### config.mk
export PLATFORM = sky130hd
export DESIGN_NAME = transmitter
export DESIGN_NICKNAME = d
export VERILOG_FILES = /design/src/rtl/serial_pkg.sv /design/src/rtl/serial_tx_fifo.sv /design/src/rtl/transmitter.sv
export SDC_FILE = /design/constraint.sdc
export NUM_CORES = 1
export LEC_CHECK = 0
export ABC_AREA = 0
export CAP_MARGIN = 25
export CORE_UTILIZATION = 52
export CTS_CLUSTER_SIZE = 16
export DETAILED_ROUTE_END_ITERATION = 10
export PLACE_DENSITY_LB_ADDON = 0.25
export SLEW_MARGIN = 20
export SYNTH_ARGS = -nofsm -noshare
export SYNTH_HDL_FRONTEND = slang
export SYNTH_SLANG_ARGS = --single-unit
### constraint.sdc
create_clock -name clk -period 2.55 [get_ports clk]
set_input_delay 0.6375 -clock clk [delete_from_list [all_inputs] [get_ports clk]]
set_output_delay 0.6375 -clock clk [all_outputs]
set_load 0.02 [all_outputs]
### src/rtl/serial_pkg.sv
// Shared serial-link definitions used by the transmitter and the receiver.
// Latency: n/a (types, constants and a pure function only).
// Backpressure: n/a.
package serial_pkg;

  localparam int DATA_W          = 7;
  localparam int FRAME_DATA_BITS = 8;  // 7 payload bits + parity

  typedef enum logic [2:0] {
    TX_IDLE,
    TX_START,
    TX_DATA,
    TX_PARITY,
    TX_STOP
  } tx_state_t;

  // Even parity over the frame: XOR of the payload bits, so that the
  // XOR of all eight post-start bits is 0 for a good frame.
  function automatic logic calc_parity(input logic [DATA_W-1:0] d);
    return ^d;
  endfunction

endpackage

### src/rtl/serial_tx_fifo.sv
// Small synchronous FIFO that queues payload words ahead of the serialiser.
// Latency: a pushed word is visible on pop_dat / empty=0 the cycle after the push.
// Backpressure: pushes while full and pops while empty are ignored; caller gates on full/empty.
module serial_tx_fifo #(
  parameter int WIDTH = 7,
  parameter int DEPTH = 4
) (
  input  logic             clk,
  input  logic             rstn,
  input  logic             push,
  input  logic [WIDTH-1:0] push_dat,
  input  logic             pop,
  output logic [WIDTH-1:0] pop_dat,
  output logic             full,
  output logic             empty
);

  localparam int AW = (DEPTH > 1) ? $clog2(DEPTH) : 1;

  logic [WIDTH-1:0] mem [DEPTH];
  logic [AW-1:0]    wr_ptr;
  logic [AW-1:0]    rd_ptr;
  logic [AW:0]      count;
  logic             do_push;
  logic             do_pop;

  assign full    = (count == (AW+1)'(DEPTH));
  assign empty   = (count == '0);
  assign do_push = push & ~full;
  assign do_pop  = pop & ~empty;
  assign pop_dat = mem[rd_ptr];

  // Storage array: written on push, no reset needed since count guards reads.
  always_ff @(posedge clk) begin
    if (do_push) mem[wr_ptr] <= push_dat;
  end

  // Pointers and occupancy; power-of-two depth lets the pointers wrap naturally.
  always_ff @(posedge clk) begin
    if (!rstn) begin
      wr_ptr <= '0;
      rd_ptr <= '0;
      count  <= '0;
    end else begin
      if (do_push) wr_ptr <= wr_ptr + 1'b1;
      if (do_pop)  rd_ptr <= rd_ptr + 1'b1;
      case ({do_push, do_pop})
        2'b10:   count <= count + 1'b1;
        2'b01:   count <= count - 1'b1;
        default: count <= count;
      endcase
    end
  end

endmodule

### src/rtl/transmitter.sv
// Serialises 7-bit words as start, LSB-first data, even parity, STOP_BITS stop bits.
// Latency: start bit one cycle after acceptance (two with TRANSMITTER_FIFO_EN).
// Backpressure: ready_out low mid-frame (no FIFO) or when the FIFO is full (TRANSMITTER_FIFO_EN).
module transmitter
  import serial_pkg::*;
#(
  parameter int STOP_BITS  = 1,
  parameter int FIFO_DEPTH = 4
) (
  input  logic              clk,
  input  logic              rstn,
  input  logic              valid_in,
  input  logic [DATA_W-1:0] data_in,
  output logic              ready_out,
  output logic              serial_out,
  output logic              busy
);

  localparam logic [2:0] LAST_DATA = 3'(DATA_W - 1);
  localparam logic [2:0] LAST_STOP = 3'(STOP_BITS - 1);

  if (STOP_BITS < 1 || STOP_BITS > 4 || FIFO_DEPTH < 2 ||
      (FIFO_DEPTH & (FIFO_DEPTH - 1)) != 0) begin : g_param_check
    $error("transmitter: STOP_BITS must be 1..4 and FIFO_DEPTH a power of two >= 2");
  end

  tx_state_t         state_q, state_d;
  logic [2:0]        cnt_q, cnt_d;
  logic [DATA_W-1:0] dat_q;
  logic              par_q;
  logic              serial_d;
  logic              frame_end;
  logic              can_start;
  logic              load;
  logic [DATA_W-1:0] load_dat;
  logic              pending;

  // A new frame may begin from IDLE or directly out of the last stop cycle.
  assign frame_end = (state_q == TX_STOP) && (cnt_q == LAST_STOP);
  assign can_start = (state_q == TX_IDLE) || frame_end;

`ifdef TRANSMITTER_FIFO_EN
  logic              push;
  logic              fifo_full;
  logic              fifo_empty;
  logic [DATA_W-1:0] fifo_dat;

  // Acceptance only depends on FIFO space; the FSM drains the head when free.
  assign ready_out = rstn & ~fifo_full;
  assign push      = valid_in & ready_out;
  assign load      = rstn & can_start & ~fifo_empty;
  assign load_dat  = fifo_dat;
  assign pending   = ~fifo_empty;

  serial_tx_fifo #(
    .WIDTH(DATA_W),
    .DEPTH(FIFO_DEPTH)
  ) u_fifo (
    .clk     (clk),
    .rstn    (rstn),
    .push    (push),
    .push_dat(data_in),
    .pop     (load),
    .pop_dat (fifo_dat),
    .full    (fifo_full),
    .empty   (fifo_empty)
  );
`else
  // Direct handoff: the word is taken straight into the frame registers.
  assign ready_out = rstn & can_start;
  assign load      = valid_in & ready_out;
  assign load_dat  = data_in;
  assign pending   = 1'b0;
`endif

  assign busy = (state_q != TX_IDLE) || pending;

  // Next-state sequencing, and the line level for the state being entered so
  // that the registered serial_out lines up with state_q.
  always_comb begin
    state_d  = state_q;
    cnt_d    = cnt_q;
    serial_d = 1'b1;
    case (state_q)
      TX_IDLE: begin
        if (load) state_d = TX_START;
      end
      TX_START: begin
        state_d = TX_DATA;
        cnt_d   = '0;
      end
      TX_DATA: begin
        if (cnt_q == LAST_DATA) begin
          state_d = TX_PARITY;
          cnt_d   = '0;
        end else begin
          cnt_d = cnt_q + 1'b1;
        end
      end
      TX_PARITY: begin
        state_d = TX_STOP;
        cnt_d   = '0;
      end
      TX_STOP: begin
        if (cnt_q == LAST_STOP) begin
          cnt_d   = '0;
          state_d = load ? TX_START : TX_IDLE;
        end else begin
          cnt_d = cnt_q + 1'b1;
        end
      end
      default: begin
        state_d = TX_IDLE;
        cnt_d   = '0;
      end
    endcase
    case (state_d)
      TX_START:  serial_d = 1'b0;
      TX_DATA:   serial_d = dat_q[cnt_d];
      TX_PARITY: serial_d = par_q;
      default:   serial_d = 1'b1;
    endcase
  end

  // State, counter, line register and the latched word; reset aborts any frame.
  always_ff @(posedge clk) begin
    if (!rstn) begin
      state_q    <= TX_IDLE;
      cnt_q      <= '0;
      serial_out <= 1'b1;
      dat_q      <= '0;
      par_q      <= 1'b0;
    end else begin
      state_q    <= state_d;
      cnt_q      <= cnt_d;
      serial_out <= serial_d;
      if (load) begin
        dat_q <= load_dat;
        par_q <= calc_parity(load_dat);
      end
    end
  end

endmodule

Word level (Yosys, flattened, before mapping)
Index checks and enable logic that the tools add are counted.
{ "totals": {"ff_bits": 15, "output_inout_bits": 3, "wordCells": 34} }
{ "op_classes": {"eq_ne": 8, "n_reduce_logical": 6, "muxes": 11, "bitwise": 2, "n_lt_le_gt_ge": 1, "n_addsub": 1} }
{ "ops": {"columns": ["op", "n"], "rows": [
  ["3-bit 2-to-1 mux", 5],
  ["3-bit case mux with 5 select lines", 1],
  ["3-bit by 2-bit == test with 1-bit output (second input constant)", 4],
  ["3-bit case mux with 3 select lines", 1],
  ["7-bit XOR reduction", 1],
  ["3-bit by 1-bit == test with 1-bit output (second input constant)", 2],
  ["3-bit == test (second input constant)", 2],
  ["3-bit logical NOT", 2],
  ["3-bit by 4-bit less-than comparator with 1-bit output (second input constant)", 1],
  ["3-bit by 1-bit adder with 3-bit output (second input constant)", 1],
  ["1-bit binary-select mux with 3-bit select", 1],
  ["1-bit case mux with 3 select lines", 1],
  ["3-bit nonzero test", 1],
  ["1-bit bitwise AND", 2],
  ["1-bit 2-to-1 mux", 2],
  ["1-bit logical AND", 1],
  ["1-bit logical OR", 1]
]} }

Longest topological paths before layout
{ "logic_depth": {"word_depth": 10, "mapped_depth": 9, "mapped_depth_nobuf": 8} }

Least setup slack after synthesis
OpenSTA, ideal clock, no wires.
{ "synth_path": {"path_kind": "flip-flop to flip-flop", "start": "register state_q[1]", "end": "register serial_out", "period_less_slack_ns": 2.016, "n_path_buf": 1, "arrival_ns": 1.900, "setup_time_ns": 0.116, "required_time_ns": 2.434, "path_stages_with_launch": 9, "path_slack_ns": 0.534, "cell_sequence": "dfxtp_1 > buf_6 > nor3_1 > inv_2 > nor2_1 > a21o_1 > mux2_4 > a211o_1 > and3_1"} }
{ "synth_between": {"elab_chain_cells": 10} }
{ "synth_lines": {"columns": ["element", "line_no", "rtl"], "rows": [
  ["start, declared", "transmitter.sv:27", "tx_state_t state_q, state_d;"],
  ["start signal, assigned", "transmitter.sv:134", "state_q <= state_d;"],
  ["3-bit == test", "transmitter.sv:39, transmitter.sv:84", null],
  ["1-bit logical AND", "transmitter.sv:39", "assign frame_end = (state_q == TX_STOP) && (cnt_q == LAST_STOP);"],
  ["1-bit logical OR", "transmitter.sv:40", "assign can_start = (state_q == TX_IDLE) || frame_end;"],
  ["1-bit bitwise AND", "transmitter.sv:70", "assign ready_out = rstn & can_start;"],
  ["1-bit bitwise AND", "transmitter.sv:71", "assign load = valid_in & ready_out;"],
  ["1-bit 2-to-1 mux", "transmitter.sv:107", "state_d = load ? TX_START : TX_IDLE;"],
  ["3-bit 2-to-1 mux", "transmitter.sv:105", "if (cnt_q == LAST_STOP) begin"],
  ["3-bit case mux with 5 select lines", "transmitter.sv:84", "case (state_q)"],
  ["3-bit by 2-bit == test with 1-bit output / 3-bit by 1-bit == test with 1-bit output (equally long branches)", "transmitter.sv:117", "case (state_d)"],
  ["1-bit case mux with 3 select lines (*)", "transmitter.sv:117", null],
  ["end signal, assigned", "transmitter.sv:136", "serial_out <= serial_d;"],
  ["end, declared", "transmitter.sv:15", "output logic serial_out,"]
]} }
Every way passes the cells marked *; elsewhere a longest branch is shown, timed or not. The select of a mux whose other input is x is not followed.
A chain may end at the register's enable or synchronous reset.

Final worst setup path
{ "layout_path": {"start": "register state_q[0]", "end": "output busy"} }
{ "layout_between": {"elab_chain_cells": 1} }
{ "layout_lines": {"columns": ["element", "line_no", "rtl"], "rows": [
  ["3-bit nonzero test", "transmitter.sv:76", "assign busy = (state_q != TX_IDLE) || pending;"],
  ["end, declared", "transmitter.sv:16", "output logic busy"]
]} }
No other way between the ends.

==> impl_summary.md <==
Routing
After detailed routing, the number of remaining DRC violations is 0. In this run, the number of DRC markers left after iteration 0 of detailed routing was 12. The first detailed-routing pass took 4 iterations. After detailed routing, the total wire length is 1680 um. In the final routed layout, each cell accounts on average for 13.2 um. The detailed router placed 707 vias in this run.

The routed via count divided by cell count is 5.57. The post-detailed-route count of antenna-violating nets is 0.

STA
The clock arrives with 0.00197 ns of skew. The total count of hold-check failures in the final report is 0. Setup repair after global routing left no endpoint under its margin.

For the final routed database, the setup TNS stands at 0 ns. Static timing analysis puts the maximum clock frequency at around 420 MHz. The max-slew violation total from the final report is 0.

Setup violations remaining at the end of the flow were counted as 0. The hold slack is 0.525 ns. The worst-margin pin slew is 0.407 ns.

Of the available clock period, the critical path in the final layout requires 0.929. For the finished layout, the period the worst path requires is 2.37 ns. The worst slew margin relative to its limit is 0.726.

CTS
The CTS buffer count is 3. TritonCTS built the clock tree. The H-tree level count is 1. The buffer cell driving the clock tree root is sky130_fd_sc_hd__clkbuf_4. The clock latency of the later-clocked register in the worst-skew pair is 0.29 ns. The clock transition at the register clock pins on the worst setup and hold paths after CTS is 0.09 ns. The maximum clock insertion buffer count is 2.

Counting every sink on the clock net gives 15. The post-CTS setup-driven buffer insertion count is 0.

Setup path
The slack of the worst reg-to-reg path is approximately 0.38 ns. The setup path with the least slack is of type reg2out. The nature of the critical path endpoint is an output pin.

On the critical path, the stage with the largest delay is an instance of sky130_fd_sc_hd__clkdlybuf4s50_1. The kind of cell with the highest combined delay on the critical path is buffers and inverters. Measured in cells, the most critical reg-to-reg path has a length of 7. Traced cell by cell, the critical path runs through nor3_1 > inv_2 > clkdlybuf4s50_1.

The critical path contains buffers and inverters numbering 2 combined. In this run the critical register-to-register path is launched from state_q[0]$_SDFF_PN0_. The critical-path maximum fanout is 12.

STA puts the critical path data required time at 1.91 ns. For this run, the slowest stage of the critical path takes 0.55 ns. The worst register-to-register path ends at serial_out$_SDFF_PN1_. The arrival time of data at the critical path endpoint is between 1.5 and 2 ns.

The startpoint class of the critical path is a register.

Synthesis
Synthesis produced a netlist whose cell count is 97. Of all cell types, the one taking the most synthesized area is sky130_fd_sc_hd__dfxtp_1. The share of synthesized flip-flops with an asynchronous set or reset is 0. Yosys instantiated no cell more often than sky130_fd_sc_hd__dfxtp_1.

The mean area per synthesized cell is 9.15 um2. The number of nets handed over by synthesis was 110. The synthesized netlist occupies a cell area of 887 um2. The Yosys step of the flow raised 0 warnings. The register bit total from synthesis is 15.

The count of flip-flops with a built-in enable after synthesis is 0. The share of the Yosys chip area taken by registers is 0.339. Of the post-synthesis cell area, the dominant cell type holds 0.339.

After synthesis, the most frequently instantiated cells are sky130_fd_sc_hd__dfxtp_1 (15), sky130_fd_sc_hd__nor2b_1 (12), sky130_fd_sc_hd__mux2i_1 (7). In the synthesized netlist the dominant register cell turns out to be sky130_fd_sc_hd__dfxtp_1. The distinct cell type count after synthesis is 35.

Ranked by total cell area, the synthesized netlist is headed by sky130_fd_sc_hd__dfxtp_1 (34%), sky130_fd_sc_hd__nor2b_1 (8.5%), sky130_fd_sc_hd__mux2i_1 (7.9%).

Min path
The endpoint of the worst hold path is dat_q[0]$_SDFFE_PN0P_. The min-delay analysis places its worst path in the category reg2reg. The startpoint of the most critical hold path is dat_q[0]$_SDFFE_PN0P_. The cell depth of the worst hold path is 2.

Pwr
VDD sags by at most between 0.3 and 0.4 mV. The design draws 0.501 mW. For this design the total switching power over the nets is 0.137 mW. Of the total power, the share spent switching nets is 0.274. In this run the static leakage power is 0.451 nW. The relative contribution of the clock network to total power is 0.273. Cell internal power was estimated by the tool at 0.364 mW.

In this run the power density over the cells is between 400 and 500 nW/um2. The power share of the combinational group is 0.218. The sequential group share of total power is 0.509.

Global routing
For this run, the total global-route usage over all layers was measured as 0.212. Entering global routing, the biggest net connects 16 pins. The first global-routing pass estimated 2890 um of wire. The number of global-route vias before repair came to about 700. The leftover overflow at the end of global routing is 0. The number of antenna violations at the first check in global routing was 0.

Floorplanning
The top-level port count is 13. The region available for standard cell placement spans between 1500 and 2000 um2. The height of the die is 43.3 um. The floorplan row count is 14. The width of the die is 43.3 um. The overall die area is ~1900 um2. The initial standard-cell utilization of the core is 0.575.

Final layout
The layout cell share with drive strength beyond 1 is 0.0991. Once layout is complete, the cells apart from fillers number 127. The filler cells instantiated in the layout total ~130. 0 antenna diodes ended up in the layout. From synthesis to final layout, the design area changed by 18.2%. After the last flow step, the layout net total stands at 125.

Placement
The placer congestion estimate is 0.787. The wire-length estimate of the detail-placed layout is 1280 um. The placed cell count is between 100 and 150. The count of input and output buffers is 12.

Status
The flow ran to the end, and the final reports show no timing, DRC or antenna violations.

Run
The max capacitance violation total is 0.
tightest hold or removal path, stage by stage, from the launching register on:
cell and delay, ns:
sky130_fd_sc_hd__dfxtp_1 0.33, sky130_fd_sc_hd__mux2i_1 0.07, sky130_fd_sc_hd__nor2b_1 0.09
flip-flops by register name, summed over array words and instances, names as in the netlist:
signal and count:
state_q 3, serial_out 1, cnt_q 3, dat_q 7
par_q 1
per-layer routing:
layer | vias to the layer above | wire [um] | global-route usage | share of wire
li1 | 360 | - | - | -
met1 | 325 | 706 | 0.232 | 0.42
met2 | 20 | 869 | 0.370 | 0.52
met3 | 2 | 82 | 0.0638 | 0.049
met4 | 0 | 18 | 0.103 | 0.011
met5 | - | 0 | 0 | 0
cell type report:
type / instances / area (um2) / area share
clock buffers: 3 / 22.5 / 0.0215
clock inverters: 1 / 5.00 / 0.00477
inverters: 7 / 26.3 / 0.0251
multi-input cells: 71 / 536 / 0.511
flip-flops and latches: 15 / 302 / 0.288
well taps: 16 / 20.0 / 0.0191
repair buffers: 14 / 138 / 0.131
per-stage QoR:
stage          worst slack, ns  utilization  area, um2
2_1_floorplan            0.534            -        887
3_3_place_gp            0.0629        0.660       1020
3_5_place_dp            0.0574        0.660       1020
4_1_cts                 0.0426        0.678       1040
5_1_grt                 0.0705        0.680       1050
6_report                 0.181        0.680       1050
cells in the final DEF, fill, tap and decap left out, types with 2 or more instances in the layout:
master	n
sky130_fd_sc_hd__dfxtp_1	14
sky130_fd_sc_hd__nor2b_1	12
sky130_fd_sc_hd__clkdlybuf4s50_1	11
sky130_fd_sc_hd__mux2i_1	7
sky130_fd_sc_hd__inv_1	6
sky130_fd_sc_hd__nand2_1	6
sky130_fd_sc_hd__xnor2_1	5
sky130_fd_sc_hd__and2_1	4
sky130_fd_sc_hd__a211oi_1	4
sky130_fd_sc_hd__nor2_1	3
sky130_fd_sc_hd__and3_1	3
sky130_fd_sc_hd__ha_1	3
sky130_fd_sc_hd__clkbuf_4	3
sky130_fd_sc_hd__nor3_1	2
sky130_fd_sc_hd__xor2_1	2
sky130_fd_sc_hd__o31ai_1	2
sky130_fd_sc_hd__a21oi_1	2
sky130_fd_sc_hd__buf_4	2
cells by family (layout without fill, tap and decap cells):
kind of cell | count (synthesis) | in the layout | share of synthesized area
AO/OA/AOI/OAI | 18 | 18 | 0.161
XOR/XNOR | 7 | 7 | 0.0691
adder cells (fa/ha/maj) | 4 | 4 | 0.0536
buffers and inverters | 11 | 25 | 0.0578
flip-flops | 15 | 15 | 0.339
multiplexers | 8 | 8 | 0.0959
AND/OR/NAND/NOR | 34 | 34 | 0.224
worst max-delay path by stage:
stage	slack, ns	depth (start not counted)	start	endpoint
final	0.18	3	state_q[0]$_SDFF_PN0_	busy
after global routing	0.07	3	state_q[0]$_SDFF_PN0_	busy
after CTS	0.04	6	cnt_q[1]$_SDFF_PN0_	ready_out
after detailed placement	0.06	3	rstn	ready_out
after global placement	0.06	3	rstn	ready_out
after floorplan	0.53	8	state_q[1]$_SDFF_PN0_	serial_out$_SDFF_PN1_
timing repair:
item	CTS	global route
setup endpoints to repair	0	1
endpoints found under the hold margin	0	0
hold buffers	0	0
gates resized for setup	0	2
power by group through the flow:
stage / clock (mW) / sequential [mW] / combinational [mW]
after floorplan: 0 / 0.258 / 0.0756
final: 0.137 / 0.255 / 0.109
after CTS: 0.144 / 0.255 / 0.110
after global placement: 0 / 0.261 / 0.106
after global routing: 0.156 / 0.257 / 0.120
after detailed placement: 0 / 0.261 / 0.110
Note: power is estimated with default switching activity, not from simulation.
